[config.mk]
export PLATFORM = sky130hd
export DESIGN_NAME = ext_bus_bridge_flat
export DESIGN_NICKNAME = d
export VERILOG_FILES = /design/src/rtl/ext_bus_bridge_if.sv /design/src/rtl/ext_bus_bridge.sv /design/src/flat_wrapper.sv
export SDC_FILE = /design/constraint.sdc
export NUM_CORES = 1
export LEC_CHECK = 0
export ABC_AREA = 0
export BUFFER_PORTS_ARGS = -buffer_cell sky130_fd_sc_hd__buf_2
export CAP_MARGIN = 20
export CELL_PAD_IN_SITES_DETAIL_PLACEMENT = 1
export CELL_PAD_IN_SITES_GLOBAL_PLACEMENT = 2
export CORE_MARGIN = 4
export CORE_UTILIZATION = 23
export CTS_CLUSTER_DIAMETER = 40
export DETAILED_ROUTE_END_ITERATION = 7
export HOLD_SLACK_MARGIN = 0.03
export PLACE_DENSITY_LB_ADDON = 0.08
export SLEW_MARGIN = 5
export SYNTH_ARGS = -nofsm -noshare
export SYNTH_HDL_FRONTEND = slang
export SYNTH_SLANG_ARGS = --single-unit
[constraint.sdc]
create_clock -name clk_i -period 1.74 [get_ports clk_i]
set_input_delay 0.087 -clock clk_i [delete_from_list [all_inputs] [get_ports clk_i]]
set_output_delay 0.087 -clock clk_i [all_outputs]
set_load 0.03 [all_outputs]
[src/rtl/ext_bus_bridge_if.sv]
// CPU memory bus plus slow external req/ack bus seen by ext_bus_bridge.
// master: the CPU and external memory side; slave: the bridge itself.
interface ext_bus_bridge_if;
  // CPU side
  logic [31:0] addr_i;
  logic [31:0] data_i;
  logic [3:0]  data_w_i;
  logic [2:0]  data_mode_i;
  logic [31:0] data_o;
  logic        stall_o;
  // External bus side
  logic        mem_req_o;
  logic        mem_we_o;
  logic [3:0]  mem_be_o;
  logic [31:0] mem_addr_o;
  logic [31:0] mem_data_o;
  logic [31:0] mem_data_i;
  logic        mem_ack_i;

  modport master (
    output addr_i, data_i, data_w_i, data_mode_i, mem_data_i, mem_ack_i,
    input  data_o, stall_o, mem_req_o, mem_we_o, mem_be_o, mem_addr_o, mem_data_o
  );

  modport slave (
    input  addr_i, data_i, data_w_i, data_mode_i, mem_data_i, mem_ack_i,
    output data_o, stall_o, mem_req_o, mem_we_o, mem_be_o, mem_addr_o, mem_data_o
  );
endinterface

[src/rtl/ext_bus_bridge.sv]
// Decodes CPU accesses: on-chip RAM window passes through, external window
// becomes a stalled req/ack transfer with timeout and error reporting.
module ext_bus_bridge #(
  parameter logic [3:0]  EXT_BASE = 4'h6,
  parameter int unsigned TIMEOUT  = 255,
  parameter logic [31:0] ERR_DATA = 32'hFFFF_FFFF
) (
  input  logic               clk_i,
  input  logic               rst_i,
  ext_bus_bridge_if.slave    bus,
  input  logic [31:0]        ram_data_i,
  output logic               err_o,
  output logic [31:0]        err_addr_o,
  output logic [1:0]         state_o,
  output logic [4:0]         acc_info_o
);

  typedef enum logic [1:0] {
    IDLE = 2'd0,
    REQ  = 2'd1,
    RESP = 2'd2
  } state_e;

  localparam logic [15:0] CNT_LAST = 16'(TIMEOUT - 1);

  state_e      state_q;
  logic [15:0] cnt_q;
  logic [31:0] word_q;
  logic        sel_ext_q;
  logic        req_q;
  logic        we_q;
  logic [3:0]  be_q;
  logic [31:0] addr_q;
  logic [31:0] wdata_q;
  logic        err_q;
  logic [31:0] err_addr_q;
  logic [4:0]  info_q;

  logic ext_hit;
  logic is_write;

  assign ext_hit  = (bus.addr_i[31:28] == EXT_BASE);
  assign is_write = |bus.data_w_i;

  // Handshake: mem_req_o acts as valid and mem_ack_i as ready. While mem_req_o
  // is high, address, write data, we and byte enables stay stable; the transfer
  // completes on the edge where mem_ack_i is seen high in REQ. Every transfer
  // passes through RESP, so two requests are always separated by an idle cycle.
  always_ff @(posedge clk_i) begin
    if (rst_i) begin
      state_q    <= IDLE;
      cnt_q      <= 16'd0;
      word_q     <= 32'd0;
      sel_ext_q  <= 1'b0;
      req_q      <= 1'b0;
      we_q       <= 1'b0;
      be_q       <= 4'd0;
      addr_q     <= 32'd0;
      wdata_q    <= 32'd0;
      err_q      <= 1'b0;
      err_addr_q <= 32'd0;
      info_q     <= 5'd0;
    end else begin
      err_q <= 1'b0;
      unique case (state_q)
        IDLE: begin
          if (ext_hit) begin
            addr_q  <= {bus.addr_i[31:2], 2'b00};
            wdata_q <= bus.data_i;
            we_q    <= is_write;
            be_q    <= is_write ? bus.data_w_i : 4'b1111;
            info_q  <= {bus.data_mode_i, bus.addr_i[1:0]};
            req_q   <= 1'b1;
            cnt_q   <= 16'd0;
            state_q <= REQ;
          end else begin
            sel_ext_q <= 1'b0;
          end
        end
        REQ: begin
          // An ack arriving on the timeout cycle still completes normally.
          if (bus.mem_ack_i) begin
            word_q    <= bus.mem_data_i;
            req_q     <= 1'b0;
            sel_ext_q <= 1'b1;
            state_q   <= RESP;
          end else if (cnt_q == CNT_LAST) begin
            word_q     <= ERR_DATA;
            req_q      <= 1'b0;
            err_q      <= 1'b1;
            err_addr_q <= addr_q;
            sel_ext_q  <= 1'b1;
            state_q    <= RESP;
          end else begin
            cnt_q <= cnt_q + 16'd1;
          end
        end
        RESP: begin
          // The held CPU address is deliberately not decoded here.
          state_q <= IDLE;
        end
        default: state_q <= IDLE;
      endcase
    end
  end

  assign bus.stall_o    = (state_q == REQ) || ((state_q == IDLE) && ext_hit);
  assign bus.data_o     = sel_ext_q ? word_q : ram_data_i;
  assign bus.mem_req_o  = req_q;
  assign bus.mem_we_o   = we_q;
  assign bus.mem_be_o   = be_q;
  assign bus.mem_addr_o = addr_q;
  assign bus.mem_data_o = wdata_q;

  assign err_o      = err_q;
  assign err_addr_o = err_addr_q;
  assign state_o    = state_q;
  assign acc_info_o = info_q;

endmodule

[src/flat_wrapper.sv]
// flat-port wrapper written by rule: the top's interface ports become plain ports
module ext_bus_bridge_flat 
#(
  parameter logic [3:0]  EXT_BASE = 4'h6,
  parameter int unsigned TIMEOUT  = 255,
  parameter logic [31:0] ERR_DATA = 32'hFFFF_FFFF
)
  (clk_i, rst_i, ram_data_i, err_o, err_addr_o, state_o, acc_info_o, bus_addr_i, bus_data_i, bus_data_w_i, bus_data_mode_i, bus_mem_data_i, bus_mem_ack_i, bus_data_o, bus_stall_o, bus_mem_req_o, bus_mem_we_o, bus_mem_be_o, bus_mem_addr_o, bus_mem_data_o);
  ext_bus_bridge_if bus_i ();
  input  logic clk_i;
  input  logic rst_i;
  input  logic [31:0] ram_data_i;
  output logic err_o;
  output logic [31:0] err_addr_o;
  output logic [1:0] state_o;
  output logic [4:0] acc_info_o;
  input wire logic [$bits(bus_i.addr_i)-1:0] bus_addr_i;
  input wire logic [$bits(bus_i.data_i)-1:0] bus_data_i;
  input wire logic [$bits(bus_i.data_w_i)-1:0] bus_data_w_i;
  input wire logic [$bits(bus_i.data_mode_i)-1:0] bus_data_mode_i;
  input wire logic [$bits(bus_i.mem_data_i)-1:0] bus_mem_data_i;
  input wire logic [$bits(bus_i.mem_ack_i)-1:0] bus_mem_ack_i;
  output wire logic [$bits(bus_i.data_o)-1:0] bus_data_o;
  output wire logic [$bits(bus_i.stall_o)-1:0] bus_stall_o;
  output wire logic [$bits(bus_i.mem_req_o)-1:0] bus_mem_req_o;
  output wire logic [$bits(bus_i.mem_we_o)-1:0] bus_mem_we_o;
  output wire logic [$bits(bus_i.mem_be_o)-1:0] bus_mem_be_o;
  output wire logic [$bits(bus_i.mem_addr_o)-1:0] bus_mem_addr_o;
  output wire logic [$bits(bus_i.mem_data_o)-1:0] bus_mem_data_o;
  assign bus_i.addr_i = bus_addr_i;
  assign bus_i.data_i = bus_data_i;
  assign bus_i.data_w_i = bus_data_w_i;
  assign bus_i.data_mode_i = bus_data_mode_i;
  assign bus_i.mem_data_i = bus_mem_data_i;
  assign bus_i.mem_ack_i = bus_mem_ack_i;
  assign bus_data_o = bus_i.data_o;
  assign bus_stall_o = bus_i.stall_o;
  assign bus_mem_req_o = bus_i.mem_req_o;
  assign bus_mem_we_o = bus_i.mem_we_o;
  assign bus_mem_be_o = bus_i.mem_be_o;
  assign bus_mem_addr_o = bus_i.mem_addr_o;
  assign bus_mem_data_o = bus_i.mem_data_o;
  ext_bus_bridge #(.EXT_BASE(EXT_BASE), .TIMEOUT(TIMEOUT), .ERR_DATA(ERR_DATA)) u_core (.clk_i(clk_i), .rst_i(rst_i), .bus(bus_i), .ram_data_i(ram_data_i), .err_o(err_o), .err_addr_o(err_addr_o), .state_o(state_o), .acc_info_o(acc_info_o));
endmodule
==> metrics.md <==
| Metric | Value |
|---|---|
| Status | `complete, but fails checks` |
| Failing checks | `negative setup slack` |
| Area contributors post-synth | `dfxtp_1, nand2_1, a21oi_1` |
| Vias | `6,505` |
| Max Freq | `0.557 GHz` |
| Initial antenna violation count | `0` |
| Crit path capture type | `register` |
| Clk pwr share | `46.6%` |
| Total power | `8.48 mW` |
| Final worst slack | `-54.1 ps` |
| CTS tree | `built` |
| 1st-iter DRT viols | `186` |
| Yosys warning count | `0` |
| Die W | `171 µm` |
| Vias in the first global route | `7,033` |
| Largest net degree at the start of global routing | `114` |
| Worst endpoint required time | `2070 ps` |
| GP Congestion | `0.788` |
| Worst-path clk slew | `60 ps` |
| Power per standard cell area | `828 nW/µm²` |
| RR Startpoint | `u_core.cnt_q[0]$_SDFFE_PP0P_` |
| Period utilization | `103%` |
| H-tree lvl count | `4` |
| Post-DP HPWL | `16.3 mm` |
| Dominant synthesized flop cell | `dfxtp_1` |
| Unrepaired setup endpoints after global routing | `true` |
| Worst r2r dst | `u_core.sel_ext_q$_SDFFE_PP0P_` |
| Clk buf depth | `2` |
| Top-area cell type share of the netlist area | `50.8%` |
| Final wirelength | `25.0 mm` |
| Starting density of the core | `23.4%` |
| Max cap viols | `0` |
| # IOs | `281` |
| Sw Share | `24.8%` |
| WS Path Type | `register to register` |
| Core box area | `26,100 µm²` |
| Post-synthesis sequential area ratio | `50.8%` |
| Reg2Reg Depth | `8` |
| Average cell area after synthesis | `8.93 µm²` |
| Final Hold Violating Endpoints | `0` |
| Worst-Skew Late Latency | `430 ps` |
| Cells after Synth | `684` |
| Slew Limit Headroom | `61.7%` |
| Antenna cells | `0` |
| Hold EP | `u_core.bus.mem_addr_o[31]$_SDFFE_PP0P_` |
| Clock period minus worst slack | `1790 ps` |
| DR vias/cell | `4.56` |
| Clk sink count | `155` |
| Comb pwr share | `10.6%` |
| Dpl cell area | `8040 µm²` |
| Area Growth Syn to Fin | `67.5%` |
| Port buffer count | `276` |
| First-pass GRT wire length | `37.5 mm` |
| Seq. cell area | `3110 µm²` |
| Net Switching | `2.11 mW` |
| Worst Clk Skew | `10.7 ps` |
| Final Cell Area | `10,200 µm²` |
| WL/cell | `17.5 µm` |
| Site row count | `59` |
| Register-to-register setup slack | `-50 ps` |
| Internal power | `6.38 mW` |
| Die Y-Extent | `171 µm` |
| Root Driver | `clkbuf_16` |
| Fillers | `3,045` |
| Most numerous cell in the Yosys netlist | `nand2_1` |
| Slew Limit Fails | `0` |
| Multi-input gate area | `3010 µm²` |
| Critical path arrival | `2130 ps` |
| Share of cells above drive strength 1 | `42.5%` |
| Leakage | `4.42 nW` |
| Post-synthesis async set-or-reset flop share | `0%` |
| Worst VDD drop | `0.508 mV` |
| Drt first pass iters | `4` |
| Flop pwr share | `42.8%` |
| Antenna Nets Post-Route | `0` |
| GRT overflow | `0` |
| Area leader, netlist | `dfxtp_1` |
| Top post-synthesis cells by count | `nand2_1, dfxtp_1, a21oi_1` |
| Area of the mapped netlist | `6110 µm²` |
| Synth cell types | `51` |
| Startpoint types | `register` |
| Hold crit path type | `primary input to register` |
| Worst Tran Pin Value | `574 ps` |
| Num CTS Buffers | `17` |
| Gr usage total | `15.9%` |
| Hold Startpoint | `rst_i` |
| Post-synth EDFFs | `0` |
| Drt drc | `0` |
| Final Core Density | `39.2%` |
| # setup viols final | `42` |
| Yosys reg bits | `155` |
| Max FO, Critical Path | `6` |
| Die outline area | `29,200 µm²` |
| Hold-critical path depth | `3` |
| # nets final | `1,219` |
==> kinds of logic (layout without fill, tap and decap cells) <==
logic type | after synthesis | count (layout) | synth area share (%)
adder cells (fa/ha/maj) | 2 | 2 | 0.409
multiplexers | 35 | 35 | 6.43
buffers and inverters | 64 | 469 | 5.28
other | 1 | 4 | 0.0614
AND/OR/NAND/NOR | 257 | 257 | 18.3
flip-flops | 155 | 155 | 50.8
AO/OA/AOI/OAI | 170 | 170 | 18.8
==> power by group through the flow <==
stage,registers (mW),logic [mW],clock network (mW)
4_1_cts,3.63,0.871,4.11
3_3_place_gp,3.71,0.675,0
6_report,3.63,0.898,3.95
5_1_grt,3.64,0.969,4.24
3_5_place_dp,3.71,0.686,0
2_1_floorplan,3.78,0.301,0
==> how the worst max path moves through the flow <==
stage          cells after the start                         start  slack (ps)                           endpoint
2_1_floorplan                      9  u_core.cnt_q[0]$_SDFFE_PP0P_         -30     u_core.word_q[10]$_SDFFE_PP0P_
3_3_place_gp                       8  u_core.cnt_q[0]$_SDFFE_PP0P_        -130      u_core.sel_ext_q$_SDFFE_PP0P_
3_5_place_dp                       8  u_core.cnt_q[0]$_SDFFE_PP0P_        -180  u_core.err_addr_o[6]$_SDFFE_PP0P_
4_1_cts                            8  u_core.cnt_q[0]$_SDFFE_PP0P_         -40      u_core.sel_ext_q$_SDFFE_PP0P_
5_1_grt                            8  u_core.cnt_q[0]$_SDFFE_PP0P_        -170       u_core.cnt_q[9]$_SDFFE_PP0P_
6_report                           8  u_core.cnt_q[0]$_SDFFE_PP0P_         -50      u_core.sel_ext_q$_SDFFE_PP0P_
==> metal layers <==
layer	wire length [µm]	vias up	share of wire, %	track usage, %
met1	10700	3112	43	18.7
li1	-	3168	-	-
met3	1610	20	6.4	4.11
met5	0	-	0	0
met2	12400	205	50	28.6
met4	350	0	1.4	4.68
==> cells in the final DEF, fill, tap and decap left out, types with 3 or more instances in the layout <==
cell type / netlist / final
nor2_1: 20 / 19
buf_2: 7 / 274
mux2_2: 34 / 34
nand3_1: 10 / 10
dfxtp_1: 155 / 153
a21oi_1: 104 / 100
dlygate4sd3_1: 0 / 100
clkinvlp_4: 0 / 3
conb_1: 1 / 4
o21ai_0: 8 / 5
nor3_1: 3 / 3
nand2_1: 195 / 192
and3_1: 3 / 3
clkbuf_16: 0 / 24
buf_12: 0 / 7
bufinv_16: 0 / 3
o221a_2: 29 / 11
a31oi_1: 3 / 3
buf_6: 7 / 7
a21oi_2: 0 / 4
o221a_1: 7 / 7
o221a_4: 0 / 18
a311oi_2: 0 / 3
buf_4: 4 / 37
nand4_1: 4 / 4
==> what timing repair did <==
action / 4_1_cts / 5_1_grt
setup endpoints to repair: 85 / 82
hold endpoints to repair: 100 / 0
hold buffers: 100 / 0
pin swaps: 15 / 16
buffers inserted: 2 / 4
gates cloned: 0 / 10
resized for setup: 12 / 49
==> registers in the layout (all words and copies together), names as in the netlist, 2 cells and up <==
register               flops
u_core.word_q             32
u_core.bus.mem_data_o     32
u_core.bus.mem_be_o        4
u_core.acc_info_o          5
u_core.err_addr_o         30
u_core.cnt_q              16
u_core.bus.mem_addr_o     30
u_core.state_o             2
==> layout make-up <==
cell class / count / area share [%]
Clock inverter: 12 / 1.58
Inverter: 2 / 0.0978
Timing Repair Buffer: 435 / 30.0
Sequential cell: 155 / 30.4
Clock buffer: 20 / 4.46
Tap cell: 335 / 4.09
Multi-Input combinational cell: 468 / 29.4
==> critical path: stages, from the launching register on <==
cell and delay [ps]:
dfxtp_4 350, inv_4 50, ha_4 100, nor4b_4 230, and4_4 330, o21a_4 250
buf_12 150, nor2_4 30, a211oi_2 200
==> per-stage QoR <==
stage / TNS [ps] / setup WS, ps / hold WS (ps) / cells
floorplan: -694 / -32.4 / 223 / 687
global placement: -6880 / -132 / 327 / 1279
detailed placement: -10470 / -183 / 337 / 1279
CTS: -415 / -39.0 / 83.1 / 1413
global route: -7100 / -169 / 120 / 1427
finish: -588 / -54.1 / 101 / 1427
No activity file was read; power rests on OpenSTA's default activity.
